[src/rtl/pc_redirect_controller_pkg.sv]
// Shared types for the decode-stage PC redirect controller: FSM states,
// redirect source encoding and redirect counter sizing.
package pc_redirect_controller_pkg;

    typedef enum logic {
        IDLE = 1'b0,
        HOLD = 1'b1
    } state_t;

    typedef enum logic [1:0] {
        SRC_SEQ    = 2'd0,
        SRC_JUMP   = 2'd1,
        SRC_BRANCH = 2'd2,
        SRC_JR     = 2'd3
    } src_t;

    localparam int COUNT_W = 16;
    localparam logic [COUNT_W-1:0] COUNT_MAX = '1;

endpackage

[src/rtl/pc_redirect_controller_redirect_select.sv]
// Priority select of the decode-stage redirect source (JR > branch > jump)
// and detection of more than one source requesting in the same cycle.
module redirect_select
    import pc_redirect_controller_pkg::*;
(
    input  logic        stall_d,
    input  logic        jump_valid_d,
    input  logic [31:0] jump_target_d,
    input  logic        branch_taken_d,
    input  logic [31:0] branch_target_d,
    input  logic        jr_valid_d,
    input  logic [31:0] jr_target_d,
    output logic        valid,
    output logic [31:0] target,
    output logic        conflict
);

    src_t src;

    // NOTE: every signal driven here gets a default first so no path leaves
    // it unassigned; that is what keeps a combinational block latch-free.
    always_comb begin
        src = SRC_SEQ;
        if (!stall_d) begin
            if (jr_valid_d)          src = SRC_JR;
            else if (branch_taken_d) src = SRC_BRANCH;
            else if (jump_valid_d)   src = SRC_JUMP;
        end
    end

    always_comb begin
        target = '0;
        case (src)
            SRC_JR:     target = jr_target_d;
            SRC_BRANCH: target = branch_target_d;
            SRC_JUMP:   target = jump_target_d;
            default:    target = '0;
        endcase
    end

    assign valid    = (src != SRC_SEQ);
    assign conflict = !stall_d && ((jr_valid_d && branch_taken_d) ||
                                   (jr_valid_d && jump_valid_d)   ||
                                   (branch_taken_d && jump_valid_d));

endmodule

[src/rtl/pc_redirect_controller.sv]
// Decode-stage PC redirect sequencer: zero-cycle redirect when fetch is ready,
// otherwise captures the target and freezes the front end until it can replay.
module pc_redirect_controller
    import pc_redirect_controller_pkg::*;
#(
    parameter logic [31:0] RESET_PC   = 32'h0000_0000,
    parameter bit          DELAY_SLOT = 1'b1
) (
    input  logic               clock,
    input  logic               reset,
    input  logic [31:0]        pc_plus_four_f,
    input  logic               stall_d,
    input  logic               jump_valid_d,
    input  logic [31:0]        jump_target_d,
    input  logic               branch_taken_d,
    input  logic [31:0]        branch_target_d,
    input  logic               jr_valid_d,
    input  logic [31:0]        jr_target_d,
    input  logic               fetch_ready,
    output logic [31:0]        next_pc,
    output logic               pc_write,
    output logic               flush_d,
    output logic               hold_front,
    output logic               conflict_error,
    output logic [COUNT_W-1:0] redirect_count
);

    localparam logic REDIRECT_FLUSH = !DELAY_SLOT;

    state_t      state, state_nxt;
    logic [31:0] held_target;
    logic        req_valid;
    logic [31:0] req_target;
    logic        req_conflict;
    logic        capture;
    logic        commit;

    redirect_select u_select (
        .stall_d         (stall_d),
        .jump_valid_d    (jump_valid_d),
        .jump_target_d   (jump_target_d),
        .branch_taken_d  (branch_taken_d),
        .branch_target_d (branch_target_d),
        .jr_valid_d      (jr_valid_d),
        .jr_target_d     (jr_target_d),
        .valid           (req_valid),
        .target          (req_target),
        .conflict        (req_conflict)
    );

    always_comb begin
        state_nxt  = state;
        next_pc    = pc_plus_four_f;
        pc_write   = 1'b0;
        flush_d    = 1'b0;
        hold_front = 1'b0;
        capture    = 1'b0;
        commit     = 1'b0;
        if (reset) begin
            next_pc   = RESET_PC;
            pc_write  = 1'b1;
            flush_d   = 1'b1;
            state_nxt = IDLE;
        end else begin
            case (state)
                IDLE: begin
                    if (req_valid) begin
                        next_pc = req_target;
                        if (fetch_ready) begin
                            pc_write = 1'b1;
                            flush_d  = REDIRECT_FLUSH;
                            commit   = 1'b1;
                        end else begin
                            capture   = 1'b1;
                            state_nxt = HOLD;
                        end
                    end else begin
                        pc_write = fetch_ready && !stall_d;
                    end
                end
                HOLD: begin
                    // Decode-stage requests are deliberately ignored here; the
                    // held redirect is the only thing allowed to move the PC.
                    hold_front = 1'b1;
                    next_pc    = held_target;
                    if (fetch_ready) begin
                        pc_write  = 1'b1;
                        flush_d   = REDIRECT_FLUSH;
                        commit    = 1'b1;
                        state_nxt = IDLE;
                    end
                end
                default: state_nxt = IDLE;
            endcase
        end
    end

    // NOTE: sequential state uses non-blocking assignments so every register
    // samples the pre-edge values, independent of statement order.
    always_ff @(posedge clock) begin
        if (reset) begin
            state          <= IDLE;
            held_target    <= '0;
            conflict_error <= 1'b0;
            redirect_count <= '0;
        end else begin
            state <= state_nxt;
            if (capture)
                held_target <= req_target;
            if (req_conflict)
                conflict_error <= 1'b1;
            if (commit && (redirect_count != COUNT_MAX))
                redirect_count <= redirect_count + 1'b1;
        end
    end

endmodule
[config.mk]
export PLATFORM = sky130hd
export DESIGN_NAME = pc_redirect_controller
export DESIGN_NICKNAME = d
export VERILOG_FILES = /design/src/rtl/pc_redirect_controller_pkg.sv /design/src/rtl/pc_redirect_controller_redirect_select.sv /design/src/rtl/pc_redirect_controller.sv
export SDC_FILE = /design/constraint.sdc
export NUM_CORES = 1
export LEC_CHECK = 0
export BUFFER_PORTS_ARGS = -buffer_cell sky130_fd_sc_hd__buf_2
export CAP_MARGIN = 20
export CORE_ASPECT_RATIO = 2
export CORE_UTILIZATION = 35
export DETAILED_ROUTE_END_ITERATION = 16
export PLACE_DENSITY = 0.68
export RECOVER_POWER = 50
export SYNTH_ARGS = -nofsm -noshare
export SYNTH_HDL_FRONTEND = slang
export SYNTH_SLANG_ARGS = --single-unit
[constraint.sdc]
create_clock -name clock -period 3.35 [get_ports clock]
set_clock_uncertainty 0.05 [all_clocks]
set_input_delay 0.335 -clock clock [delete_from_list [all_inputs] [get_ports clock]]
set_output_delay 0.335 -clock clock [all_outputs]
set_load 0.1 [all_outputs]
==> flow_summary.toml <==
[timing]
tightest_slew_ns = 1.19
maxSlewHeadroom_pct = 20.7
final_hold_viol_count = 0
slew_violations = 0
fmax_mhz = 356
period_minus_slack_ns = 2.81
setup-violations-final = 0
rsz0062_at_grt = "no"
finalCritPeriodShare_pct = 83.9
finalSetupTns_ns = 0

[grt]
grt_pass1_vias = 3330
grt_start_max_net_pins = 57
use_met3_pct = 3.47
grt_pass1_wl_mm = 15.4
top_usage_layer = "met2"
grt_remaining_overflow = 0
grt_util_met2_pct = 43.2
antenna_found_initial = 1
grtUsageTotal_pct = 23.7
met1_usage_pct = 25.6

[floorplan]
die_area_um2 = 8290
coreArea_um2 = 7600
start_util_pct = 36.4
rows = 45
die_x_um = 64.9
ios = 187
die_h_um = 128

[route]
routed_wl_mm = 9.82
wire_per_inst_um = 16.3
drcViolationCount = 0
via_per_inst = 5.82
vias = 3500
detail-route-antenna-nets = 0
drt_pass1_iterations = 7
drt_iter0_markers = 380

[finish]
fillers = 780
drive_gt1_share_pct = 38.1
nets = 641
fin_area_um2 = 3990
syn_to_final_growth_pct = 44.1

[clock_tree]
cts_buffers = 5
root_buffer = "clkbuf_16"
cts_hold_buffers = 0
cts.sinks = 50
cts_tree = "yes"
htreeDepth = 2
cts_setup_buffers = 0
clockBufferDepth = 2
clk_latency_ns = 0.29
ctsResizeCount = 0
path_clk_slew_ns = 0.06

[critical_path]
required_ns = 2.96
critical-path-slowest-cell = "or4_1"
crit_type = "flop to primary output"
start_kind = "flop"
critPathCaptureType = "primary output"
crit_family = "simple AND/OR/NAND/NOR gates"
crit_buf_inv = 2
critPathMaxStageDelay_ns = 0.83
cp_cell_sequence = "or4_1 -> buf_4 -> o21ai_1 -> buf_2"
crit_arrival_ns = 2.43
crit_fanout = 17

[placement]
dpl_cell_area_um2 = 3830
dpl.hpwl_mm = 7.43
io_buffer_count = 186
gp_congestion = 0.809

[outcome]
status = "finished clean"

[worst_hold_path]
hold_path.class = "primary input to flop"

[logic_synthesis]
ys_seq_elements = 50
yosysMostFrequentCell = "dfxtp_1"
synth.top_cell.area_share_pct = 36.2
postSynthAreaPerCell_um2 = 8.34
yosys.area.top_type = "dfxtp_1"
synthFlopType = "dfxtp_1"
synth_area_leaders = "dfxtp_1 36%, a222oi_1 12%, a211oi_1 8.9%"
yosys_warnings = 0
ys_async_sr_fraction_pct = 0
synth_commonest_cells = "50 x dfxtp_1, 49 x nor2_1, 33 x a211oi_1, 33 x o21ai_0"
synth_edf_count = 0
synth_nets = 468
syn-cell-area_um2 = 2770
netlist_instances = 332
yosysUniqueCellTypes = 37
synth_seq_area_share_pct = 36.2

[power]
irDropWorstVdd_mv = 0.209
power_density_nw_per_um2 = 454
p_leak_uw = 0.00161

[job]
drv_cap = 0
-- power by group --
group	total, µW	internal (µW)	switching, µW	leakage (µW)
clock network	671	448	222	0.0000971
registers	629	616	12.8	0.000406
logic	512	141	371	0.00110
total	1810	1200	606	0.00161
-- layout by cell type, fill, tap and decap left out, types with 2 or more instances in the layout --
cell type,Yosys,routed
nor2_1,49,49
buf_12,0,2
bufinv_16,0,2
a222oi_1,32,32
buf_2,5,164
nand2b_1,2,2
xnor2_1,10,10
nor2b_2,0,2
nand4_1,4,4
or4_1,3,3
inv_1,2,2
clkbuf_1,27,23
a21oi_1,3,3
and4_1,2,2
nor3_1,10,9
nor4_1,3,4
a22oi_1,32,32
dfxtp_1,50,50
o21ai_1,0,32
nand2_1,4,4
buf_4,1,11
a211oi_1,33,33
nand3_1,6,6
clkbuf_16,0,5
mux2i_1,2,2
-- routing by layer --
| metal | routed length [µm] | vias to the layer above |
|---|---|---|
| met2 | 5260 | 171 |
| met3 | 526 | 24 |
| li1 | - | 1670 |
| met1 | 3680 | 1635 |
| met5 | 0 | - |
| met4 | 344 | 0 |
-- area by class of cell --
| type | instances | area, µm² | share of cell area (%) |
|---|---|---|---|
| multi-input combinational | 246 | 1630 | 40.9 |
| timing repair buffer | 200 | 1030 | 25.8 |
| sequential | 50 | 1000 | 25.1 |
| clock buffer | 6 | 139 | 3.48 |
| tap | 94 | 118 | 2.95 |
| clock inverter | 2 | 60.1 | 1.51 |
| inverter | 2 | 7.51 | 0.188 |
| antenna | 1 | 2.50 | 0.0627 |
-- registers in the layout, indices dropped and copies added (netlist names) --
name	flops
conflict_error	1
held_target	32
redirect_count	16
state	1
-- stage by stage --
| step | hold slack [ns] | worst slack, ns | total power (µW) | utilization [%] | cells |
|---|---|---|---|---|---|
| 6_report | 0.235 | 0.538 | 1810 | 52.5 | 601 |
| 5_1_grt | 0.246 | 0.390 | 1880 | 52.5 | 601 |
| 4_1_cts | 0.243 | 0.509 | 1830 | 53.1 | 600 |
| 3_5_place_dp | 0.432 | 0.668 | 1150 | 50.4 | 592 |
| 3_3_place_gp | 0.395 | 0.718 | 1150 | 50.4 | 592 |
| 2_1_floorplan | 0.362 | 0.267 | 1000 | - | 332 |
-- worst paths after layout --
kind         cells after the start           start  slack (ns)              end
min reg2reg                      2  conflict_error        0.44   conflict_error
max reg2reg                      5           state        0.57  held_target[19]
min                              2     fetch_ready        0.24            state
max                              4           state        0.54      next_pc[21]
-- logic make-up (layout without fill, tap and decap cells) --
group	after synthesis	count (layout)	synth area share, %
AOI/OAI and AO/OA	136	136	36.5
adders and majority gates	2	2	0.813
and+or+nand+nor	95	95	17.0
xor gates and xnor gates	10	10	3.16
other	0	1	0
buffers and inverters	36	210	5.24
muxes	3	3	1.13
DFF	50	50	36.2
No activity file was read; power rests on OpenSTA's default activity.
